`src/rtl/clock_display_scan.sv`:
```
// -----------------------------------------------------------------------------
// clock_display_scan
//
// Drives a 6-digit multiplexed common-cathode 7-segment display from the
// time-of-day counter's BCD digit outputs.
//
// Operation:
//   - Digits are snapshotted once per frame, at the first edge of slot 0, so
//     the whole frame shows one consistent time even if the inputs change
//     while the frame is being scanned.
//   - One digit is lit per slot of SCAN_DIV clocks. Slots run
//     idx 0..5 = s0, s1, m0, m1, h0, h1, and idx 0 is the rightmost digit.
//   - In 12 h mode a zero hours-tens digit is blanked, and PM is shown on the
//     decimal point of the rightmost digit.
//   - While blink_phase is 1, the field picked by blink_sel is blanked.
//     blink_phase toggles every BLINK_DIV frames.
//
// Parameters:
//   SCAN_DIV   clk cycles per digit slot (>= 2)
//   BLINK_DIV  frames per blink half-period (>= 1)
//
// Ports:
//   clk        system clock
//   r          synchronous active-high reset
//   h1..s0     hour/minute/second BCD digits (narrow ones are zero-extended)
//   am, pm     AM/PM flags; may be X in 24 h mode. Only pm affects the display
//   hour_24    1 = 24 h display, 0 = 12 h display
//   blink_sel  field to blink: 0 none, 1 hours, 2 minutes, 3 seconds
//   seg        {g,f,e,d,c,b,a}, active high, registered
//   dp         decimal point, active high, registered
//   an         one-hot digit enable (bit0 = rightmost), registered
//   frame_done one-cycle pulse on the edge where idx wraps 5 -> 0
// -----------------------------------------------------------------------------
module clock_display_scan #(
    parameter int SCAN_DIV  = 1000,
    parameter int BLINK_DIV = 64
) (
    input  logic       clk,
    input  logic       r,
    input  logic [2:0] h1,
    input  logic [4:0] h0,
    input  logic [3:0] m1,
    input  logic [4:0] m0,
    input  logic [3:0] s1,
    input  logic [4:0] s0,
    input  logic       am,
    input  logic       pm,
    input  logic       hour_24,
    input  logic [1:0] blink_sel,
    output logic [6:0] seg,
    output logic       dp,
    output logic [5:0] an,
    output logic       frame_done
);

    localparam int CW = (SCAN_DIV > 1) ? $clog2(SCAN_DIV) : 1;
    localparam int BW = (BLINK_DIV > 1) ? $clog2(BLINK_DIV) : 1;

    // Scan position and blink state
    logic [CW-1:0] cnt;
    logic [2:0]    idx;
    logic [BW-1:0] frame_cnt;
    logic          blink_phase;

    // Per-frame snapshot of the displayed time
    logic [2:0] sn_h1;
    logic [4:0] sn_h0;
    logic [3:0] sn_m1;
    logic [4:0] sn_m0;
    logic [3:0] sn_s1;
    logic [4:0] sn_s0;
    logic       sn_pm;
    logic       sn_h24;

    // am carries no information the display needs beyond pm.
    logic unused_am;
    assign unused_am = am;

    logic slot_end;
    logic frame_end;
    logic load;

    assign slot_end  = (cnt == CW'(SCAN_DIV - 1));
    assign frame_end = slot_end && (idx == 3'd5);
    assign load      = (cnt == '0) && (idx == 3'd0);

    // X-safe pm. An X condition takes the default branch, so an unknown pm
    // reads as 0 and never reaches dp.
    logic pm_bit;
    always_comb begin
        pm_bit = 1'b0;
        if (pm == 1'b1) begin
            pm_bit = 1'b1;
        end
    end

    // On the load edge the snapshot is only being written, so the live
    // inputs (identical to what is being loaded) feed the slot-0 output.
    logic [2:0] cur_h1;
    logic [4:0] cur_h0;
    logic [3:0] cur_m1;
    logic [4:0] cur_m0;
    logic [3:0] cur_s1;
    logic [4:0] cur_s0;
    logic       cur_pm;
    logic       cur_h24;

    always_comb begin
        cur_h1  = load ? h1      : sn_h1;
        cur_h0  = load ? h0      : sn_h0;
        cur_m1  = load ? m1      : sn_m1;
        cur_m0  = load ? m0      : sn_m0;
        cur_s1  = load ? s1      : sn_s1;
        cur_s0  = load ? s0      : sn_s0;
        cur_pm  = load ? pm_bit  : sn_pm;
        cur_h24 = load ? hour_24 : sn_h24;
    end

    // Digit select, zero-extended to 5 bits
    logic [4:0] digit;
    always_comb begin
        digit = 5'd0;
        case (idx)
            3'd0:    digit = cur_s0;
            3'd1:    digit = {1'b0, cur_s1};
            3'd2:    digit = cur_m0;
            3'd3:    digit = {1'b0, cur_m1};
            3'd4:    digit = cur_h0;
            3'd5:    digit = {2'b00, cur_h1};
            default: digit = 5'd0;
        endcase
    end

    // BCD to segments; any non-decimal value shows a dash.
    logic [6:0] seg_dec;
    always_comb begin
        seg_dec = 7'h40;
        case (digit)
            5'd0:    seg_dec = 7'h3F;
            5'd1:    seg_dec = 7'h06;
            5'd2:    seg_dec = 7'h5B;
            5'd3:    seg_dec = 7'h4F;
            5'd4:    seg_dec = 7'h66;
            5'd5:    seg_dec = 7'h6D;
            5'd6:    seg_dec = 7'h7D;
            5'd7:    seg_dec = 7'h07;
            5'd8:    seg_dec = 7'h7F;
            5'd9:    seg_dec = 7'h6F;
            default: seg_dec = 7'h40;
        endcase
    end

    // The blink field is read live, so a new blink_sel applies to the next slot.
    logic blink_hit;
    always_comb begin
        blink_hit = 1'b0;
        case (blink_sel)
            2'd1:    blink_hit = (idx == 3'd4) || (idx == 3'd5);
            2'd2:    blink_hit = (idx == 3'd2) || (idx == 3'd3);
            2'd3:    blink_hit = (idx == 3'd0) || (idx == 3'd1);
            default: blink_hit = 1'b0;
        endcase
    end

    logic       blank_blink;
    logic       blank_lz;
    logic [6:0] seg_next;
    logic       dp_next;
    logic [5:0] an_next;

    always_comb begin
        blank_blink = blink_phase && blink_hit;
        blank_lz    = (idx == 3'd5) && !cur_h24 && (cur_h1 == 3'd0);
        seg_next    = (blank_blink || blank_lz) ? 7'h00 : seg_dec;
        dp_next     = (idx == 3'd0) && !cur_h24 && cur_pm && !blank_blink;
        an_next     = 6'b000000;
        case (idx)
            3'd0:    an_next = 6'b000001;
            3'd1:    an_next = 6'b000010;
            3'd2:    an_next = 6'b000100;
            3'd3:    an_next = 6'b001000;
            3'd4:    an_next = 6'b010000;
            3'd5:    an_next = 6'b100000;
            default: an_next = 6'b000000;
        endcase
    end

    always_ff @(posedge clk) begin
        if (r) begin
            cnt         <= '0;
            idx         <= 3'd0;
            frame_cnt   <= '0;
            blink_phase <= 1'b0;
            sn_h1       <= '0;
            sn_h0       <= '0;
            sn_m1       <= '0;
            sn_m0       <= '0;
            sn_s1       <= '0;
            sn_s0       <= '0;
            sn_pm       <= 1'b0;
            sn_h24      <= 1'b0;
            seg         <= 7'h00;
            dp          <= 1'b0;
            an          <= 6'b000000;
            frame_done  <= 1'b0;
        end else begin
            if (slot_end) begin
                cnt <= '0;
                idx <= (idx == 3'd5) ? 3'd0 : idx + 3'd1;
            end else begin
                cnt <= cnt + 1'b1;
            end

            if (frame_end) begin
                if (frame_cnt == BW'(BLINK_DIV - 1)) begin
                    frame_cnt   <= '0;
                    blink_phase <= ~blink_phase;
                end else begin
                    frame_cnt <= frame_cnt + 1'b1;
                end
            end

            if (load) begin
                sn_h1  <= h1;
                sn_h0  <= h0;
                sn_m1  <= m1;
                sn_m0  <= m0;
                sn_s1  <= s1;
                sn_s0  <= s0;
                sn_pm  <= pm_bit;
                sn_h24 <= hour_24;
            end

            seg        <= seg_next;
            dp         <= dp_next;
            an         <= an_next;
            frame_done <= frame_end;
        end
    end

endmodule

```
`config.mk`:
```
export PLATFORM = sky130hd
export DESIGN_NAME = clock_display_scan
export DESIGN_NICKNAME = d
export VERILOG_FILES = /design/src/rtl/clock_display_scan.sv
export SDC_FILE = /design/constraint.sdc
export NUM_CORES = 1
export LEC_CHECK = 0
export ABC_AREA = 1
export BUFFER_PORTS_ARGS = -buffer_cell sky130_fd_sc_hd__buf_2
export CAP_MARGIN = 20
export CORE_MARGIN = 10
export CORE_UTILIZATION = 61
export DETAILED_ROUTE_END_ITERATION = 10
export GPL_ROUTABILITY_DRIVEN = 0
export PLACE_DENSITY = 0.85
export SYNTH_ARGS = -nofsm -noshare
export SYNTH_HDL_FRONTEND = slang
export SYNTH_SLANG_ARGS = --single-unit
```
`constraint.sdc`:
```
create_clock -name clk -period 6.6 [get_ports clk]
set_input_delay 1.32 -clock clk [delete_from_list [all_inputs] [get_ports clk]]
set_output_delay 1.32 -clock clk [all_outputs]
set_load 0.005 [all_outputs]
```
### After elaboration in Yosys (flattened, before gate mapping)

Memory sizes are Yosys's and may differ from the RTL's.
Cells that the tools add are included.

| operators by class | value |
|---|---|
| eq/ne operators | 10 |
| muxes and demuxes | 15 |
| bitwise gates (word level) | 1 |
| $add $sub $neg | 3 |
| reductions and logical operators | 21 |

Operators with widths:

| operator | number |
|---|---|
| case mux 6 bit (6 select lines) | 1 |
| case mux 5 bit (6 select lines) | 1 |
| two-way mux 5 bit | 3 |
| adder 10 x 1 -> 10 bit (second input constant) | 1 |
| == test 10 bit (second input constant) | 1 |
| zero test 10 bit | 1 |
| logical AND 1 bit | 8 |
| two-way mux 4 bit | 2 |
| two-way mux 7 bit | 1 |
| adder 6 x 1 -> 6 bit (second input constant) | 1 |
| == test 3 x 2 -> 1 bit (second input constant) | 2 |
| == test 3 bit (second input constant) | 2 |
| == test 6 bit (second input constant) | 1 |
| zero test 3 bit | 2 |
| two-way mux 3 bit | 2 |
| two-way mux 6 bit | 1 |
| == test 2 bit (second input constant) | 2 |
| logical OR 1 bit | 4 |
| OR reduction 2 bit | 2 |
| adder 3 x 1 -> 3 bit (second input constant) | 1 |
| == test 3 x 1 -> 1 bit (second input constant) | 1 |
| two-way mux 1 bit | 3 |
| case mux 1 bit (3 select lines) | 1 |
| OR reduction 3 bit | 1 |
| other kinds (4) | 5 |

| storage, ports and cells | value |
|---|---|
| ROM bits | 112 |
| bits in registers | 63 |
| output and inout port bits | 15 |
| bits of input ports | 33 |
| memories | 1 |

Memories:

| memory | depth | width | rd ports | clocked after Yosys merged registers in | write ports | line | text |
|---|---|---|---|---|---|---|---|
| (name not given) | 16 | 7 | 1 | 0 | 0 | 138 | `case (digit)` |

### Logic depth before layout (Yosys ltp)

| depth | value |
|---|---|
| depth after elaboration | 8 |
| mapped depth | 22 |

### Least setup slack after synthesis

No wires, ideal clock.

| timing path | value |
|---|---|
| kind | input to register |
| start point | input s0[0] |
| end point | register seg[3] |
| path slack | 3.931 ns |
| arrival time | 2.556 ns |
| library setup time | 0.113 ns |
| cell stages on the path | 13 |
| path through | nand3b_1 > nand3_1 > nand2_1 > inv_1 > nand2_1 > nor2_1 > inv_1 > ha_1 > inv_1 > nand2_1 > nand2_1 > nor2_1 > nor2_1 |

| between the ends | value |
|---|---|
| cells in the longest elaborated chain, start to end | 3 |

RTL lines:

| element | line | text |
|---|---|---|
| from (decl) | 45 | `input logic [4:0] s0,` |
| two-way mux 5 bit | -- |  |
| case mux 5 bit (6 select lines) | 123 | `case (idx)` |
| memory (16 x 7 bit) | -- |  |
| to (signal assigned) | 234 | `seg <= seg_next;` |
| to (decl) | 50 | `output logic [6:0] seg,` |

Every way passes these cells.
A chain may end at the register's enable or synchronous reset.

### Worst setup path after layout

| timing path | value |
|---|---|
| start point | register cnt[0] |
| end point | register seg[3] |

| between the ends | value |
|---|---|
| cells in the longest elaborated chain, start to end | 8 |
| elaborated cells between the ends (all ways) | 17 |

RTL lines:

| element | line | text |
|---|---|---|
| from (decl) | 60 | `logic [CW-1:0] cnt;` |
| from (signal assigned) | 211 | `cnt <= cnt + 1'b1;` |
| zero test 10 bit * | 85 | `assign load = (cnt == '0) && (idx == 3'd0);` |
| logical AND 1 bit * | 85 |  |
| branches (longest 6 deep; another with memory (16 x 7 bit)) | -- |  |

Every way passes the cells marked *.

==> results.json <==
{
  "setup_viol": 0,
  "track_usage_pct": 17.09,
  "syn_avg_cell_area_um2": 6.634,
  "layout.nets": 561,
  "cts_post_setup_buffers_inserted": 0,
  "drt_iter0_drc": 183,
  "start_util_pct": 62.23,
  "min_path_cells": 1,
  "critical_path.startpoint": "cnt[0]$_SDFF_PP0_",
  "grt_pass1_wl_mm": 11.95,
  "layout_commonest_cell": "nand2_1",
  "hold_viol": 0,
  "clock_tree.root_cell": "clkbuf_8",
  "wl_mm": 6.970,
  "cts_hold_buf": 0,
  "h-tree-depth": 3,
  "syn_area_um2": 3138,
  "p_total_uw": 894.4,
  "p_leak_nw": 1.870,
  "die_w_um": 91.73,
  "clk_pin_slew_worst_paths_ps": 70,
  "tns_ps": 0,
  "rr_endpoint": "seg[3]$_SDFF_PP0_",
  "critPathTopFamily": "simple AND/OR/NAND/NOR gates",
  "drv_cap": 0,
  "synth.net_count": 516,
  "ys_ff_latch": 63,
  "fmaxAchievable_mhz": 297.5,
  "rsz0062_at_grt": "false",
  "finalCritPeriodShare_pct": 50.94,
  "rrSetupSlack_ps": 3240,
  "critPathMaxStageDelay_ps": 690,
  "antenna_found_initial": 0,
  "num_io_pins": 48,
  "ys_seq_area_share_pct": 40.19,
  "crit_type": "flop to flop",
  "clockBufferDepth": 2,
  "hold_slack_ps": 457.1,
  "vias": 2952,
  "peakVddDrop_v": 0.0001995,
  "most-common-layout-cells": "nand2_1, inv_1, nor2_1, dfxtp_1",
  "setup_ws_ps": 3238,
  "synthXorXnorAreaFrac_pct": 1.116,
  "wl_per_cell_um": 11.75,
  "cts_tree": "done",
  "ff2ff_path_depth": 18,
  "p_per_area_nw_per_um2": 250.1,
  "outcome": "complete, no violations",
  "core_area_um2": 5042,
  "synth_cell_types": 30,
  "drive_gt1_share_pct": 13.58,
  "synth_edf_count": 0,
  "pre_cts_ws_ps": 3243,
  "numPortBuffers": 46,
  "cp-endpoint": "seg[3]$_SDFF_PP0_",
  "drc_errors": 0,
  "insertion_delay_ps": 350,
  "die_h_um": 91.73,
  "worstPathCellList": "inv_1 -> ha_1 -> inv_1 -> nor2_1 -> nand2_1 -> nor2_2 -> nand2_1 -> buf_4 -> o21ai_1 -> o21ai_0 -> nor2_1 -> inv_1 -> ha_1 -> inv_1 -> nand2_1 -> nand2_1 -> nor2_1 -> nor2_1",
  "drtPass1Iterations": 4,
  "grt_pass1_vias": 2858,
  "cts_resized": 0,
  "synthTopCellsByArea": "dfxtp_1, nand2_1, inv_1",
  "tightest_slew_ps": 908.2,
  "cp_max_fo": 38,
  "yosys_warnings": 0,
  "slew_violations": 0,
  "antenna-diode-count": 0,
  "dieArea_um2": 8413,
  "netlist.area_leader.share_pct": 40.19,
  "syn_inst": 473,
  "ant_nets": 0,
  "async_flop_share_pct": 0,
  "synth_compound_area_share_pct": 5.861,
  "dpl.hpwl_mm": 5.077,
  "yosys.area_share.adder_pct": 3.987,
  "synth_top_family_by_area": "simple AND/OR/NAND/NOR gates",
  "r2r_start": "cnt[0]$_SDFF_PP0_",
  "arrival_ps": 3610,
  "hp-class": "flop to flop",
  "crit_path_start_kind": "flop",
  "grt_start_max_net_pins": 39,
  "via_per_inst": 4.978,
  "yosys.area_share.simple_pct": 35.93,
  "post-route-min-period_ps": 3362,
  "crit_slowest_cell": "nor2_2",
  "nFillCells": 440,
  "cp.required_ps": 6850,
  "cts-buffers-inserted": 9,
  "relSlewSlack_pct": 39.39,
  "yosys.area.top_type": "dfxtp_1",
  "path_depth": 18,
  "rows": 26,
  "ys.flop_type": "dfxtp_1",
  "cts_sinks": 63,
  "overflow": 0,
  "synthMuxAreaShare_pct": 0,
  "syn_to_final_growth_pct": 13.96,
  "clock_skew_ps": 6.210,
  "critPathBufInv": 5,
  "crit_path_end_kind": "flop"
}
[synth_stat cells (2+ instances only)]
cell type,count
o211ai_1,2
nor2_4,2
nor3b_1,2
nand3b_1,7
dfxtp_1,63
xor2_1,3
nor2_2,2
o21ai_1,4
buf_2,6
inv_1,88
nand4_1,3
clkbuf_1,4
a21oi_1,14
and3_1,2
nand3_1,46
nand2_1,103
buf_6,2
nor2_1,75
nor3_1,12
o21ai_0,13
ha_1,10
nand2_2,2
[how the worst min path moves through the flow]
stage / start / endpoint / slack [ps]
floorplan: cnt[0]$_SDFF_PP0_ / cnt[0]$_SDFF_PP0_ / 420
detailed placement: cnt[0]$_SDFF_PP0_ / cnt[0]$_SDFF_PP0_ / 450
CTS: cnt[0]$_SDFF_PP0_ / cnt[0]$_SDFF_PP0_ / 460
global placement: cnt[0]$_SDFF_PP0_ / cnt[0]$_SDFF_PP0_ / 430
finish: cnt[0]$_SDFF_PP0_ / cnt[0]$_SDFF_PP0_ / 460
global route: cnt[0]$_SDFF_PP0_ / cnt[0]$_SDFF_PP0_ / 480
[stage by stage]
| step | instance area, um2 | cells | util (%) |
|---|---|---|---|
| finish | 3576 | 593 | 70.92 |
| global route | 3576 | 593 | 70.92 |
| CTS | 3576 | 593 | 70.92 |
| detailed placement | 3392 | 577 | 67.27 |
| global placement | 3392 | 577 | 67.27 |
| floorplan | 3138 | 473 | - |
[power by group]
part	switching (mW)	internal [mW]	total, mW	leakage (nW)
logic	0.110	0.0606	0.170	1.27
registers	0.00790	0.410	0.418	0.517
clock network	0.151	0.155	0.306	0.0873
total	0.269	0.626	0.894	1.87
[routing by layer]
metal  up-vias  track usage [%]  part of all wire (%)
met1      1330            17.27                    42
met4         0            8.226                   1.7
met3        10            5.623                   6.2
li1       1540                -                     -
met5         -                0                     0
met2        72            30.98                    50
[registers in the layout, summed over array words and instances (netlist names)]
register	cells
sn_h0	5
sn_h1	3
seg	7
sn_m0	5
cnt	10
idx	3
sn_m1	4
sn_s0	5
frame_done	1
sn_pm	1
dp	1
sn_h24	1
frame_cnt	6
sn_s1	4
an	6
blink_phase	1
[logic make-up after synthesis]
family / count (synthesis)
and+or+nand+nor: 259
adders and majority gates: 10
DFF: 63
xor gates and xnor gates: 4
buffers and inverters: 102
AOI/OAI and AO/OA: 35
[worst register-to-register path: cells and delay by family, from the launching register on]
kind	cells	cell delay [ps]
AOI/OAI and AO/OA	2	340
buffers and inverters	5	580
DFF	1	330
and+or+nand+nor	9	1570
adders and majority gates	2	450
[area by class of cell]
type / instances / area, um2 / share of cell area (%)
multi-input combinational: 308 / 1471 / 41.15
clock inverter: 5 / 32.53 / 0.9097
timing repair buffer: 47 / 237.7 / 6.648
sequential: 63 / 1261 / 35.27
tap: 70 / 87.58 / 2.449
clock buffer: 11 / 151.4 / 4.234
inverter: 89 / 334.1 / 9.342
Power figures use the tool's default switching activity.
